===== config.mk =====
export PLATFORM = sky130hd
export DESIGN_NAME = mod_uart_tx_flat
export DESIGN_NICKNAME = d
export VERILOG_FILES = /design/src/rtl/mod_uart_tx_if.sv /design/src/rtl/mod_uart_tx.sv /design/src/flat_wrapper.sv
export SDC_FILE = /design/constraint.sdc
export NUM_CORES = 1
export LEC_CHECK = 0
export CORE_ASPECT_RATIO = 1.2
export CORE_UTILIZATION = 40
export CTS_CLUSTER_SIZE = 12
export DETAILED_ROUTE_END_ITERATION = 10
export GPL_TIMING_DRIVEN = 0
export PLACE_DENSITY = 0.7
export SLEW_MARGIN = 20
export SYNTH_ARGS = -nofsm -noshare
export SYNTH_HDL_FRONTEND = slang
export SYNTH_SLANG_ARGS = --single-unit

===== constraint.sdc =====
create_clock -name clk -period 2.8 [get_ports clk]
set_input_delay 0.84 -clock clk [delete_from_list [all_inputs] [get_ports clk]]
set_output_delay 0.84 -clock clk [all_outputs]
set_load 0.01 [all_outputs]

===== src/rtl/mod_uart_tx_if.sv =====
// Handshake/data bundle between a byte producer and the UART transmitter.
//   tx_start  : one-cycle request to send tx_data (producer -> transmitter)
//   tx_data   : byte to send, captured when the request is accepted
//   tx        : serial line, idle high (transmitter -> line)
//   busy      : frame in progress
//   flag_done : one-cycle pulse once the last stop bit has been sent
// master = producer side, slave = transmitter side.
interface mod_uart_tx_if;
  logic       tx_start;
  logic [7:0] tx_data;
  logic       tx;
  logic       busy;
  logic       flag_done;

  modport master (
    output tx_start,
    output tx_data,
    input  tx,
    input  busy,
    input  flag_done
  );

  modport slave (
    input  tx_start,
    input  tx_data,
    output tx,
    output busy,
    output flag_done
  );
endinterface


===== src/rtl/mod_uart_tx.sv =====
// UART transmitter, 8 data bits LSB first, no parity, STOP_BITS stop bits.
// Ports:
//   clk   : system clock, rising edge
//   reset : synchronous, active-high
//   bus   : mod_uart_tx_if.slave (tx_start, tx_data in; tx, busy, flag_done out)
// Parameters:
//   CLKS_PER_BIT : clock cycles per serial bit (>= 2)
//   STOP_BITS    : 1 or 2
// A request is accepted only in IDLE; the start bit appears on the edge after
// the request cycle. flag_done pulses in the first IDLE cycle after the last
// stop bit, so a request in that cycle starts the next frame immediately.
module mod_uart_tx #(
  parameter int CLKS_PER_BIT = 2604,
  parameter int STOP_BITS    = 1
) (
  input  logic          clk,
  input  logic          reset,
  mod_uart_tx_if.slave  bus
);

  localparam int CNT_W = $clog2(CLKS_PER_BIT);

  localparam logic [1:0] ST_IDLE  = 2'd0;
  localparam logic [1:0] ST_START = 2'd1;
  localparam logic [1:0] ST_DATA  = 2'd2;
  localparam logic [1:0] ST_STOP  = 2'd3;

  logic [1:0]       state;
  logic [CNT_W-1:0] clk_cnt;
  logic [2:0]       bit_idx;
  logic             stop_cnt;
  logic [7:0]       shreg;
  logic             tx_q;
  logic             busy_q;
  logic             done_q;

  logic bit_end;
  logic stop_last;

  assign bit_end   = (clk_cnt == CNT_W'(CLKS_PER_BIT - 1));
  assign stop_last = (stop_cnt == 1'(STOP_BITS - 1));

  always_ff @(posedge clk) begin
    if (reset) begin
      state    <= ST_IDLE;
      clk_cnt  <= '0;
      bit_idx  <= '0;
      stop_cnt <= 1'b0;
      shreg    <= '0;
      tx_q     <= 1'b1;
      busy_q   <= 1'b0;
      done_q   <= 1'b0;
    end else begin
      done_q <= 1'b0;
      case (state)
        ST_IDLE: begin
          tx_q   <= 1'b1;
          busy_q <= 1'b0;
          if (bus.tx_start) begin
            shreg   <= bus.tx_data;
            clk_cnt <= '0;
            state   <= ST_START;
            // line is registered, so the start bit is driven from this edge
            tx_q    <= 1'b0;
            busy_q  <= 1'b1;
          end
        end
        ST_START: begin
          if (bit_end) begin
            clk_cnt <= '0;
            bit_idx <= '0;
            state   <= ST_DATA;
            tx_q    <= shreg[0];
          end else begin
            clk_cnt <= clk_cnt + CNT_W'(1);
          end
        end
        ST_DATA: begin
          if (bit_end) begin
            clk_cnt <= '0;
            if (bit_idx == 3'd7) begin
              stop_cnt <= 1'b0;
              state    <= ST_STOP;
              tx_q     <= 1'b1;
            end else begin
              bit_idx <= bit_idx + 3'd1;
              // next bit is presented on the same edge the index advances
              tx_q    <= shreg[bit_idx + 3'd1];
            end
          end else begin
            clk_cnt <= clk_cnt + CNT_W'(1);
          end
        end
        ST_STOP: begin
          if (bit_end) begin
            clk_cnt <= '0;
            if (stop_last) begin
              state  <= ST_IDLE;
              busy_q <= 1'b0;
              done_q <= 1'b1;
            end else begin
              stop_cnt <= stop_cnt + 1'b1;
            end
          end else begin
            clk_cnt <= clk_cnt + CNT_W'(1);
          end
        end
        default: begin
          state  <= ST_IDLE;
          tx_q   <= 1'b1;
          busy_q <= 1'b0;
        end
      endcase
    end
  end

  assign bus.tx        = tx_q;
  assign bus.busy      = busy_q;
  assign bus.flag_done = done_q;

endmodule

===== src/flat_wrapper.sv =====
// flat-port wrapper written by rule: the top's interface ports become plain ports
module mod_uart_tx_flat 
#(
  parameter int CLKS_PER_BIT = 2604,
  parameter int STOP_BITS    = 1
)
  (clk, reset, bus_tx_start, bus_tx_data, bus_tx, bus_busy, bus_flag_done);
  mod_uart_tx_if bus_i ();
  input  logic clk;
  input  logic reset;
  input wire logic [$bits(bus_i.tx_start)-1:0] bus_tx_start;
  input wire logic [$bits(bus_i.tx_data)-1:0] bus_tx_data;
  output wire logic [$bits(bus_i.tx)-1:0] bus_tx;
  output wire logic [$bits(bus_i.busy)-1:0] bus_busy;
  output wire logic [$bits(bus_i.flag_done)-1:0] bus_flag_done;
  assign bus_i.tx_start = bus_tx_start;
  assign bus_i.tx_data = bus_tx_data;
  assign bus_tx = bus_i.tx;
  assign bus_busy = bus_i.busy;
  assign bus_flag_done = bus_i.flag_done;
  mod_uart_tx #(.CLKS_PER_BIT(CLKS_PER_BIT), .STOP_BITS(STOP_BITS)) u_core (.clk(clk), .reset(reset), .bus(bus_i));
endmodule

Word-level counts from Yosys, hierarchy flattened
Cells that the tools add are included.
{ "classes": {"muxes": 31, "n_eq_ne": 12, "bitwise_logic": 2, "addsub": 3, "n_lt_le_gt_ge": 1, "reduce_logical": 13} }
{ "op_table": {"columns": ["operator", "n"], "rows": [
  ["$mux W12", 2],
  ["$pmux W12 S2", 1],
  ["$mux W1", 13],
  ["$add A12 B1 Y12 const B", 1],
  ["$eq A12 B12 Y1 const B", 1],
  ["$mux W2", 6],
  ["$mux W3", 3],
  ["$ne A2 B1 Y1 const B", 4],
  ["$pmux W2 S4", 1],
  ["$reduce_and A4 Y1", 2],
  ["$ne A2 B2 Y1 const B", 3],
  ["$pmux W3 S2", 1],
  ["$reduce_and A3 Y1", 2],
  ["$reduce_and A6 Y1", 1],
  ["$reduce_bool A2 Y1", 3],
  ["$reduce_or A3 Y1", 2],
  ["$eq A2 B2 Y1 const B", 2],
  ["$lt A3 B4 Y1 const B", 1],
  ["$pmux W1 S2", 2],
  ["$add A3 B1 Y3 const B", 1],
  ["$bmux W1 S3", 1],
  ["$eq A3 B3 Y1 const B", 1],
  ["$pmux W1 S3", 1],
  ["$reduce_bool A3 Y1", 1],
  ["other kinds (5)", 6]
]} }
{ "word_totals": {"ff_bits": 29, "in_bits": 11, "wordCells": 70} }

Depth between registers and ports, before layout
Gate-level depths: netlist of the first run.
{ "logic_depth": {"ltp_word": 6, "mapped_depth": 7} }

Worst setup path after synthesis of the first run
OpenSTA, ideal clock, no wires.
{ "synth_path": {"kind": "input port to flip-flop", "start": "input port bus_tx_start", "end": "register u_core.clk_cnt[8]", "cell_stages": 5, "path_slack_ps": 1053, "arrival_ps": 1677, "path_cell_list": "nor2b_1 -> clkbuf_1 -> nand4bb_1 -> or3_1 -> a21oi_1"} }
{ "synth_via": {"elab_chain_cells": 1} }
{ "synth_lines": {"columns": ["element", "line_no", "source"], "rows": [
  ["start: declaration", "flat_wrapper.sv:11", "input wire logic [$bits(bus_i.tx_start)-1:0] bus_tx_start;"],
  ["$ne A2 B2 Y1 (no line)", null, null],
  ["end signal: assignment", "mod_uart_tx.sv:75", "clk_cnt <= clk_cnt + CNT_W'(1);"],
  ["end signal: assignment", "mod_uart_tx.sv:91", "clk_cnt <= clk_cnt + CNT_W'(1);"],
  ["end signal: assignment", "mod_uart_tx.sv:105", "clk_cnt <= clk_cnt + CNT_W'(1);"],
  ["end: declaration", "mod_uart_tx.sv:29", "logic [CNT_W-1:0] clk_cnt;"]
]} }
No other way between the ends.
A chain may end at the register's enable or synchronous reset.

Worst setup path in the final report of the first run
{ "layout_path": {"start": "input port bus_tx_start", "end": "register u_core.clk_cnt[10]"} }
The elaborated chain is that of the path after synthesis.

==> impl_results.rst, run 1 <==
.. list-table::
   :header-rows: 1

   * - Metric
     - Value
   * - Per-cell routed wire length
     - about 14 microns
   * - Proportion of power drawn by flip-flops and latches
     - 42.3%
   * - Maximum Capacitance Violations
     - 0
   * - Clock Skews
     - 5.00 ps
   * - Maximum net fanout on the critical path
     - 9
   * - Maximum number of pins on one net before global-route repair
     - 15
   * - Number of buffers created by CTS
     - 3
   * - Count of flip-flops with a built-in enable after synthesis
     - 0
   * - Wire length after detailed routing
     - 2900 microns
   * - Via count of the first global-routing pass
     - 1162
   * - Final-report hold violation count
     - 0
   * - Effective utilization at floorplan
     - 42.1%
   * - Number of detailed-route iterations in the first pass
     - 5
   * - Number of library cell types mapped by synthesis
     - 37
   * - Critical path capture point type
     - flip-flop
   * - Total number of nets in the final design
     - 198
   * - DIE HEIGHT
     - 66.9 microns
   * - Category of the critical setup timing path
     - primary input to flip-flop
   * - Overall overflow remaining after global route
     - 0
   * - Routability Congestion
     - 0.790
   * - Slowest library cell on the worst path
     - clkdlybuf4s50_1
   * - Worst path buffer plus inverter count
     - 2
   * - Worst-margin pin slew
     - 463 ps
   * - Detailed-route via count
     - around 1200
   * - CTS Buffer Depth
     - 2
   * - Number of inserted diodes
     - 0
   * - CP Data Arrival Time
     - 2420 ps
   * - Minimum setup slack among reg-to-reg paths
     - 820 ps
   * - Final instance area
     - 1620 sq um
   * - Cells after Synth
     - 161
   * - Final number of setup-violating endpoints
     - 0
   * - Data required time of the worst path
     - ~3000 ps
   * - Hold-fix buffer count after cts
     - 0
   * - Detailed-route vias per instance
     - roughly 5.5
   * - Proportion of layout cells with a drive suffix above 1
     - 6.78%
   * - Average cell area after synthesis
     - 8.72 sq um
   * - Startpoint Class
     - primary input
   * - Upper clock frequency limit
     - approximately 0.45 GHz
   * - Number of placed cells counting well taps
     - 211
   * - Minimum period implied by the final worst setup slack
     - 2210 ps
   * - Worst reg2reg path endpoint
     - u_core.state[1]
   * - Die Footprint
     - 3750 sq um
   * - Root Buffer Master
     - clkbuf_8
   * - Proportion of power drawn by combinational gates
     - 39.7%
   * - Leading cell type in the layout, fill and taps excluded
     - dfxtp_1
   * - Fin cells
     - 214
   * - Worst relative slew slack
     - between 60 and 70%
   * - Clock network fraction of total power
     - 18.0%
   * - Area overhead of the layout relative to synthesis
     - 15.5%
   * - Net switching power
     - roughly 0.00041 W
   * - Proportion of synthesized flip-flops having asynchronous set or reset
     - 0%
   * - Net count of the mapped netlist
     - 180
   * - Critical path cell sequence
     - clkdlybuf4s50_1 > nor2b_1 > clkbuf_1 > nand4bb_1 > or3_1 > a21oi_1
   * - Clock H-tree levels
     - 1
   * - Half-perimeter wire length after placement
     - 2150 microns
   * - Switching power share of the total
     - 35.1%
   * - Worst VDD drop
     - 0.365 mV
   * - Site row count
     - 23
   * - Buffers on Ports
     - 13
   * - Reported leakage power
     - 0.591 nW
   * - Worst Hold Class
     - flip-flop to flip-flop
   * - Count of cells along the worst register-to-register path
     - 6
   * - Setup tns final
     - 0 ps
   * - Ratio of final minimum period to clock period
     - between 70% and 80%
   * - Clock sink total
     - 28
   * - Wire length of the first global-routing pass
     - between 4000 and 5000 microns
   * - Number of design rule violations left after detail routing
     - 0
   * - Total number of cells along the worst setup path
     - 6
   * - Total global-route track usage
     - 16.8%
   * - Post-DP Area
     - 1580 sq um
   * - Final Max Slew Viols
     - 0
   * - Share of the yosys chip area belonging to registers
     - 39.9%
   * - Leading register cell type out of synthesis
     - dfxtp_1
   * - Floorplan core area
     - roughly 3300 sq um
   * - Critical path origin
     - bus_tx_start
   * - Largest delay share family, worst path
     - buffers and inverters
   * - Synthesis warning total
     - 0
   * - I/O Pins
     - 14
   * - Capture point of the critical path
     - u_core.clk_cnt[10]
   * - Largest incremental delay on the critical path
     - 540 ps
   * - Detailed Route Iter0 Violations
     - 47
   * - Number of setup buffers added after CTS
     - 0
   * - Horizontal die dimension
     - around 56 microns
   * - Top library cells by usage in the layout, fill and taps aside
     - dfxtp_1, nand2_1, a21oi_1
   * - Antenna-violating nets left
     - 0
   * - Worst skew pair latency
     - 270 ps
   * - RSZ-0062 raised after global routing
     - no
   * - Power Density
     - approximately 720 nW/um^2
   * - Post-route total power
     - 0.00117 W
   * - Register bit total from synthesis
     - 28
   * - Initial antenna violation count
     - 0
   * - Run status
     - completed
   * - Cell area after technology mapping
     - about 1400 sq um
   * - Worst reg2reg startpoint
     - u_core.state[0]
   * - Internal power consumption
     - 0.000759 W
   * - Number of cells upsized or downsized after cts
     - 0
   * - Clock tree from TritonCTS
     - built
   * - Clock slew at reported path FFs
     - 90 ps
==> worst min-delay path: stages, from the launching register on <==
cell     delay, ps
dfxtp_1        310
nand2_1         50
a21oi_1         50
==> area by class of cell <==
class	instances	area [sq um]
plain buffers	5	21.3
clock buffers	3	41.3
fillers	313	1720
inverters	5	18.8
multi-input cells	123	803
flip-flops and latches	28	561
well taps	37	46.3
repair buffers	13	130
==> routing by layer <==
layer	share of wire, %	wire length (microns)	GRT usage [%]	vias to the layer above
met1	43	1250	19.1	540
li1	-	-	-	601
met5	0	0	0	-
met2	51	1480	30.1	25
met4	2.2	63	8.84	0
met3	3.8	109	2.72	7
==> state kept, by name, summed over array words and instances, names as in the netlist <==
register / count
u_core.bus.busy: 1
u_core.shreg: 8
u_core.bus.flag_done: 1
u_core.clk_cnt: 12
u_core.state: 2
u_core.bus.tx: 1
u_core.bit_idx: 3
==> power groups by stage <==
| stage | Clock (W) | Sequential [W] | Combinational [W] |
|---|---|---|---|
| 3_3_place_gp | 0 | 0.000501 | 0.000441 |
| 3_5_place_dp | 0 | 0.000505 | 0.000457 |
| 2_1_floorplan | 0 | 0.000499 | 0.000338 |
| 4_1_cts | 0.000221 | 0.000496 | 0.000463 |
| 5_1_grt | 0.000235 | 0.000505 | 0.000512 |
| 6_report | 0.000211 | 0.000495 | 0.000464 |
==> logic make-up after synthesis <==
logic type | synth area share (%)
muxes | 3.92
xor gates and xnor gates | 5.62
AOI/OAI and AO/OA | 13.4
DFF | 39.9
and+or+nand+nor | 27.2
buffers and inverters | 2.85
adders and majority gates | 7.13
==> worst min path at each step <==
stage          slack [ps]  cells after the start         endpoint       startpoint
6_report              460                      2  u_core.shreg[2]  u_core.shreg[2]
5_1_grt               490                      2  u_core.shreg[2]  u_core.shreg[2]
4_1_cts               460                      2  u_core.shreg[2]  u_core.shreg[2]
3_5_place_dp          450                      2  u_core.shreg[2]  u_core.shreg[2]
3_3_place_gp          440                      2  u_core.shreg[7]  u_core.shreg[7]
2_1_floorplan         430                      2  u_core.shreg[3]  u_core.shreg[3]
==> through the flow <==
step	worst slack [ps]	utilization, %	hold slack, ps
6_report	587	48.6	456
5_1_grt	460	48.6	490
4_1_cts	602	48.6	460
3_5_place_dp	306	47.3	448
3_3_place_gp	342	47.3	441
2_1_floorplan	1050	-	427
==> Yosys cell counts, types with 3 or more instances <==
master / instances / area [sq um]
ha_1: 8 / 100
inv_1: 5 / 18.8
a21oi_1: 16 / 80.1
xnor2_1: 6 / 52.6
or3_1: 5 / 31.3
nor2_1: 13 / 48.8
xor2_1: 3 / 26.3
dfxtp_1: 28 / 561
nand2_1: 26 / 97.6
nor4_1: 3 / 18.8
a31oi_1: 3 / 18.8
o21ai_0: 7 / 35.0
nand4_1: 5 / 31.3
clkbuf_1: 3 / 11.3
(Power assumes the default switching activity.)
==> inputs of run 2 (changes only) <==
Settings changed: PLACE_DENSITY 0.7 to 0.73.
Clock period 2.8 ns to 2 ns, I/O delays scaled along.
==> impl_results.rst, run 2 (synthesis results as in run 1) <==
.. list-table::
   :header-rows: 1

   * - Metric
     - Value
   * - Register containing the most flip-flops in the final layout
     - u_core.clk_cnt
   * - Effective utilization at floorplan
     - 42.1%
   * - Top library cells by usage in the layout, fill and taps aside
     - dfxtp_1, nand2_1, a21oi_1
   * - Clock sink total
     - 28
   * - Leading cell type in the layout, fill and taps excluded
     - dfxtp_1
   * - Antenna-violating nets left
     - 0
   * - Worst Hold Class
     - flip-flop to flip-flop
   * - Detailed Route Iter0 Violations
     - 28
   * - Ratio of final minimum period to clock period
     - 95.4%
   * - Number of design rule violations left after detail routing
     - 0
   * - Detailed-route vias per instance
     - 5.47
   * - Overall overflow remaining after global route
     - 0
   * - CTS Buffer Depth
     - 2
   * - Clock H-tree levels
     - 1
   * - Detailed-route via count
     - about 1200
   * - Category of the critical setup timing path
     - flip-flop to flip-flop
   * - Data required time of the worst path
     - 2210 ps
   * - Floorplan core area
     - about 3300 sq um
   * - Number of buffers created by CTS
     - 3
   * - Power Density
     - 1090 nW/um^2
   * - Minimum period implied by the final worst setup slack
     - 1910 ps
   * - Area overhead of the layout relative to synthesis
     - 18.3%
   * - Clock tree from TritonCTS
     - built
   * - Wire length of the first global-routing pass
     - 4770 microns
   * - Upper clock frequency limit
     - about 0.52 GHz
   * - Largest registers in the final layout
     - u_core.clk_cnt: 12 flops, u_core.shreg: 8 flops, u_core.bit_idx: 3 flops
   * - Total number of nets in the final design
     - 197
   * - Number of setup buffers added after CTS
     - 0
   * - Worst relative slew slack
     - 70.7%
   * - Reported leakage power
     - 0.605 nW
   * - Setup slack at placement
     - -237 ps
   * - Initial antenna violation count
     - 0
   * - Clock slew at reported path FFs
     - 100 ps
   * - Proportion of layout cells with a drive suffix above 1
     - approximately 9.6%
   * - Horizontal die dimension
     - roughly 56 microns
   * - Post-DP Area
     - about 1600 sq um
   * - Routability Congestion
     - 0.879
   * - Final Max Slew Viols
     - 0
   * - Via count of the first global-routing pass
     - roughly 1100
   * - Die Footprint
     - 3750 sq um
   * - Max FFs per register
     - 12
   * - Maximum number of pins on one net before global-route repair
     - 17
   * - Root Buffer Master
     - clkbuf_8
   * - Startpoint Class
     - flip-flop
   * - Worst-margin pin slew
     - 439 ps
   * - Final-report hold violation count
     - 0
   * - Filler Cell Count
     - between 300 and 400
   * - Maximum net fanout on the critical path
     - 9
   * - Number of inserted diodes
     - 0
   * - Clock Skews
     - 4.91 ps
   * - Worst Setup Slack, final
     - 91.3 ps
   * - Run status
     - completed
   * - Site row count
     - 23
   * - Critical path capture point type
     - flip-flop
   * - Wire length after detailed routing
     - 2930 microns
   * - Half-perimeter wire length after placement
     - 2180 microns
   * - Final number of setup-violating endpoints
     - 0
   * - Maximum Capacitance Violations
     - 0
   * - Buffers on Ports
     - 13
   * - I/O Pins
     - 14
   * - Worst skew pair latency
     - 270 ps
   * - Number of detailed-route iterations in the first pass
     - 4
   * - Final instance area
     - between 1500 and 2000 sq um
   * - Worst VDD drop
     - 0.520 mV
   * - Total global-route track usage
     - 16.7%
   * - Hold-fix buffer count after cts
     - 0
   * - DIE HEIGHT
     - 66.9 microns
   * - Per-cell routed wire length
     - 13.7 microns
   * - CP Data Arrival Time
     - roughly 2100 ps
run 2: critical path, stage by stage (launching register included):
cell,delay [ps]
dfxtp_1,410
inv_1,110
ha_1,210
buf_2,170
or3_1,400
a221oi_2,320
mux2i_1,230
run 2: cell type report:
class | instances | area, sq um | area share [%]
multi-input combinational | 123 | 816 | 49.1
sequential | 28 | 561 | 33.8
timing repair buffer | 13 | 130 | 7.84
tap | 37 | 46.3 | 2.79
clock buffer | 3 | 41.3 | 2.49
clock inverter | 1 | 30.0 | 1.81
inverter | 5 | 18.8 | 1.13
buffer | 4 | 17.5 | 1.06
run 2: where the power goes:
| group | leakage, nW | switching, W | internal [W] | total (W) |
|---|---|---|---|---|
| Combinational | 0.341 | 0.000366 | 0.000300 | 0.000666 |
| Sequential | 0.228 | 0.0000598 | 0.000636 | 0.000695 |
| Clock | 0.0357 | 0.000175 | 0.000268 | 0.000443 |
run 2: final timing paths:
| kind | endpoint | depth (start not counted) | startpoint | slack [ps] |
|---|---|---|---|---|
| worst max-delay path | u_core.state[1] | 6 | u_core.state[0] | 90 |
| worst min-delay path | u_core.shreg[4] | 2 | u_core.shreg[4] | 460 |
| worst max register to register | u_core.state[1] | 6 | u_core.state[0] | 90 |
| worst min register to register | u_core.shreg[4] | 2 | u_core.shreg[4] | 460 |
run 2: routing by layer:
layer  GRT usage [%]  share of wire (%)  wire length, microns
met1            17.8                 44                  1280
met2            29.9                 51                  1480
met4            11.3                2.7                    80
met5               0                  0                     0
met3            3.30                2.7                    80
run 2: through the flow:
| step | cells | util, % | hold slack (ps) | total power (W) | setup TNS (ps) |
|---|---|---|---|---|---|
| 4_1_cts | 215 | 49.5 | 464 | 0.00180 | 0 |
| 3_3_place_gp | 211 | 47.3 | 441 | 0.00132 | -2590 |
| 2_1_floorplan | 161 | - | 427 | 0.00117 | 0 |
| 5_1_grt | 214 | 49.7 | 492 | 0.00192 | -27.9 |
| 3_5_place_dp | 211 | 47.3 | 451 | 0.00135 | -2990 |
| 6_report | 214 | 49.7 | 460 | 0.00180 | 0 |
run 2: what timing repair did:
item | 4_1_cts | 5_1_grt
endpoints found under the hold margin | 0 | 0
resized for setup | 0 | 5
endpoints found under the setup margin | 0 | 15
==> edit 1 (flow settings as in run 2) <==
`CLKS_PER_BIT` is set to 2604 in 2 places; all go to 5208.
--- a/src/rtl/mod_uart_tx.sv
+++ b/src/rtl/mod_uart_tx.sv
@@ -12,3 +12,3 @@
 module mod_uart_tx #(
-  parameter int CLKS_PER_BIT = 2604,
+  parameter int CLKS_PER_BIT = 5208,
   parameter int STOP_BITS    = 1
--- a/src/flat_wrapper.sv
+++ b/src/flat_wrapper.sv
@@ -3,3 +3,3 @@
 #(
-  parameter int CLKS_PER_BIT = 2604,
+  parameter int CLKS_PER_BIT = 5208,
   parameter int STOP_BITS    = 1
Function: same outputs for any inputs over 10 cycles, from zero or initial values and one cycle with reset high; that may be too few to reach the edited logic, so the function may still have changed.
==> edit 1 against run 2 <==
  * The flow now finishes with violations (negative setup slack)
  * Synthesized area is 4.1% higher
  * Routed wire length shrank 0.41%
  * Total power increased by 0.65%
  * Cell count increased by 7.5%
  * Die area grew 4.0%
  * Sequential cell count is 1 higher
  * Maximum frequency shrank 7.5%
  * Worst setup slack worse by 0.16 ns
  * Design area grew 6.4%
  * Largest cell class unchanged
  * Highest routed layer unchanged
==> edit 1: results (changes against run 2) <==
final_layout:
  comb.multi_input.count: 129  # +4.9%
  clkCellAreaFrac_pct: 4.67  # +0.38 points
  n_all_buffers: 19  # +2
  final_util_pct: 51.6  # +1.9 points
  buf_share_pct: 8.85  # -0.040 points
  inverters: 8  # +3
detailed_routing:
  drtIter0Drc: 37  # +32%
  wl_mm: 2.92  # -0.41%
  routedWlPerCell_um: 12.7  # -7.3%
  viasPerCell: 5.56  # +1.6%
  wl_met3_um: 85  # +6.3%
  wl_met2_mm: 1.35  # -9.4%
pwr:
  power_leakage_nw: 0.632  # +4.4%
place:
  pre_cts_ws_ns: -0.517  # -0.280 ns
  dpl.cell_count: 222  # +5.2%
worst_setup_path:
  critical-path-max-stage-delay_ns: 0.46  # +0.05 ns
  path_max_fanout: 5  # -4
  critPathArrivalTime_ns: 2.23  # +0.11 ns
grt:
  grt_max_degree: 11  # -6
  grt_pass1_vias: 1230  # +9.8%
  grt_pass1_wl_mm: 5.01  # +4.9%
clock_network:
  clk_pin_slew_ns: 0.07  # -0.03 ns
synth:
  ys_types: 35  # -5.4%
  synth_seq_area_share_pct: 39.7  # -0.20 points
  synthCells: 172  # +6.8%
timing:
  relSlewSlack_pct: 71.0  # +0.29 points
  setup_slack_ns: -0.0644  # -0.156 ns
  setup_viol: 1  # +1
  final.setup.tns_ns: -0.0644  # -0.0644 ns
outcome:
  status: "complete, but fails checks"
  failed_checks: "negative setup slack"
[edit 1: cell types whose count changed in the layout (fill, tap and decap cells not counted), sizes merged, moves of 3 or more]
cell	run 2	this run
a21oi	16	22
clkbuf	5	11
inv	5	8
mux2	0	5
nor2	13	7
o21ai	7	12
o31ai	0	3
[edit 1: cell families after synthesis]
kind of cell               synth area share (%)
muxes                                      6.08
AOI/OAI and AO/OA                          16.6
DFF                                        39.7
adders and majority gates                  6.85
and+or+nand+nor                            24.1
buffers and inverters                      3.60
xor gates and xnor gates                   3.00
[edit 1: per-layer routing]
metal	vias to the layer above	track usage, %
met5	-	0
met4	0	13.1
met3	7	3.59
met2	23	27.6
met1	598	20.0
li1	650	-
[edit 1: worst register-to-register path: cells and delay by family, from the launching register on]
kind | cells | cell delay, ns
simple gates | 1 | 0.29
fa+ha+maj | 1 | 0.31
compound gates | 1 | 0.23
mux | 2 | 0.76
flops | 1 | 0.35
[edit 1: final timing paths]
check / start / end / slack, ns / depth (start not counted)
worst max-delay path: u_core.bit_idx[0] / u_core.bus.tx / -0.06 / 5
worst min-delay path: u_core.shreg[6] / u_core.shreg[6] / 0.46 / 2
worst max register to register: u_core.bit_idx[0] / u_core.bus.tx / -0.06 / 5
worst min register to register: u_core.shreg[6] / u_core.shreg[6] / 0.46 / 2
[edit 1: repair_timing]
item | CTS | global route
gates resized for setup | 8 | 5
pin swaps | 1 | 2
hold endpoints to repair | 0 | 0
setup buffers | 1 | 0
endpoints found under the setup margin | 8 | 13
hold buffers | 0 | 0
[edit 1: power by group through the flow]
stage                     Clock (mW)  Sequential (mW)  Combinational, mW
final                          0.470            0.718              0.629
after global routing           0.502            0.728              0.715
after CTS                      0.477            0.712              0.624
after detailed placement           0            0.723              0.609
after global placement             0            0.722              0.602
after floorplan                    0            0.718              0.454
==> edit 2 (config.mk and constraints of run 2) <==
Made on the original files. Reset style: asynchronous (`reset`), changed in one clocked block.
--- a/src/rtl/mod_uart_tx.sv
+++ b/src/rtl/mod_uart_tx.sv
@@ -42,3 +42,3 @@
 
-  always_ff @(posedge clk) begin
+  always_ff @(posedge clk or posedge reset) begin
     if (reset) begin
Function: differs if reset is asserted again (counterexample within 4 cycles, from zero or initial values and one cycle with reset high); with reset held inactive, the same outputs for 10 cycles.
==> edit 2 against run 2 <==
  * Worst setup slack worse by 0.027 ns
  * Synthesized cell count decreased by 11%
  * Cell count unchanged
  * Design area grew 11%
  * Routed wire length grew 2.8%
  * Sequential cell count did not move
  * Maximum frequency is 1.4% lower
  * Critical endpoint is now bus_tx
  * Non-clock buffer count rose by 3
  * Synthesized area up 11%
  * Critical path type is now reg -> out
Power is not compared: it rests on default switching activity, and its combinational part moved more than twofold at a synthesized area within 25%.
==> edit 2: results (changes against run 2) <==
worst_setup_path:
  slowest_stage: "dfstp_2"
  r2r_end: "u_core.bus.tx"
  critical-path-max-stage-delay_ns: 0.54  # +0.13 ns
  path_max_fanout: 2  # -7
  critPathTopFamily: "flip-flops"
  reg2reg_depth: 6  # unchanged
  r2r_start: "u_core.bit_idx[0]"
final_layout:
  final_nets: 182  # -7.6%
  drive_gt1_share_pct: 19.1  # +9.5 points
  n_fill_cell: 347  # +12%
  fin_cells: 214  # unchanged
detailed_routing:
  wl_met3_um: 87  # +8.8%
  drtIter0Drc: 33  # +18%
  viasPerCell: 5.52  # +0.94%
  drtPass1Iterations: 4  # unchanged
  routedWlPerCell_um: 14.1  # +2.8%
  wl_met1_mm: 1.28  # -0.16%
  dr.max_layer_used: "met4"
  wl_met2_mm: 1.58  # +6.4%
synth:
  synth_xor_area_share_pct: 1.13  # -4.5 points
  netlist_top_cells_area: "dfrtp_1 44%, mux2_2 6.5%, ha_1 6.5%"
  synthCells: 143  # -11%
  synthAdderAreaFrac_pct: 6.45  # -0.68 points
  synth_seq_area_share_pct: 45.2  # +5.3 points
  yosys-mux-area-fraction_pct: 12.0  # +8.1 points
  synth_compound_area_share_pct: 16.0  # +2.7 points
  ys_types: 42  # +14%
  async_flop_share_pct: 100  # +100 points
  ys_top_cells_by_count: "27 x dfrtp_1, 12 x nand2_1, 9 x mux2_2, 8 x ha_1"
  ys.flop_type: "dfrtp_1"
  synth_nets: 162  # -10%
grt:
  track_usage_pct: 16.3  # -0.44 points
  grt_pass1_vias: 1163  # +3.8%
  grtUsageMet3_pct: 1.67  # -1.6 points
  grt_pass1_wl_mm: 5.15  # +8.0%
  grt_use_met1_pct: 19.7  # +1.9 points
  gr-usage-met2_pct: 27.7  # -2.3 points
  grt_max_degree: 29  # +12
clock_network:
  cts_max_level: 1  # unchanged
  clockRootBuffer: "clkbuf_8"
  ctsLongestPathBuffers: 2  # unchanged
  cts_hold_buf: 0  # unchanged
  clkLatencyLatePin_ns: 0.28
timing:
  worst_pin_slew_ns: 0.589  # +0.150 ns
  skew_ns: 0.00179  # -0.00312 ns
  whs_ns: 0.509  # +0.0489 ns
place:
  gp_congestion: 0.909  # +3.4%
  port_buffers: 13  # unchanged
  dp_hpwl_mm: 2.21  # +1.4%
hold_path:
  hold_path_class: "reg -> reg"
  worstHoldEndpoint: "u_core.bus.tx"
  hold_depth: 2  # unchanged
  hp-start: "u_core.bus.tx"
pwr:
  power_leakage_nw: 0.796
  ir_drop_uv: 261
outcome:
  status: "complete, no violations"
## edit 2: cell types whose count changed in the layout (fill, tap and decap cells not counted), moves of 4 or more
| cell | delta |
|---|---|
| dfxtp_1 | -28 |
| dfrtp_1 | +26 |
| nand2_1 | -14 |
| a21oi_1 | -13 |
| mux2_2 | +9 |
| nor2_1 | -8 |
| nand4_1 | -5 |
| xnor2_1 | -5 |
| buf_4 | +4 |
| nand3_1 | +4 |
| or3_1 | -4 |
## edit 2: what timing repair did
action                                  4_1_cts  5_1_grt
resized for setup                             1        4
endpoints found under the setup margin        1        4
buffers inserted                              0        2
## edit 2: stage by stage
step | setup slack, ns | cell area, sq um
6_report | 0.0643 | 1840
5_1_grt | 0.0122 | 1840
4_1_cts | 0.0393 | 1810
3_5_place_dp | -0.00743 | 1750
3_3_place_gp | -0.00163 | 1750
2_1_floorplan | 0.103 | 1550
## edit 2: power breakdown
| group | switching (mW) | internal, mW |
|---|---|---|
| Sequential | 0 | 0.566 |
| Combinational | 0.0144 | 0.0175 |
| Clock | 0.177 | 0.177 |
## edit 2: how the worst max path moves through the flow
| stage | from | endpoint | slack [ns] |
|---|---|---|---|
| after detailed placement | u_core.bit_idx[0] | u_core.bus.tx | -0.007 |
| after CTS | u_core.bit_idx[0] | u_core.bus.tx | 0.04 |
| final | u_core.bus.tx | bus_tx | 0.06 |
| after global placement | u_core.bit_idx[0] | u_core.bus.tx | -0.002 |
| after global routing | u_core.bus.tx | bus_tx | 0.01 |
| after floorplan | u_core.bit_idx[0] | u_core.bus.tx | 0.10 |
## edit 2: final cells by class
class	count	area, sq um	area share (%)
buffer	5	28.8	1.57
clock buffer	4	55.1	3.00
inverter	7	26.3	1.43
multi-input combinational	103	815	44.3
sequential	28	703	38.3
tap	52	65.1	3.54
timing repair buffer	15	145	7.90
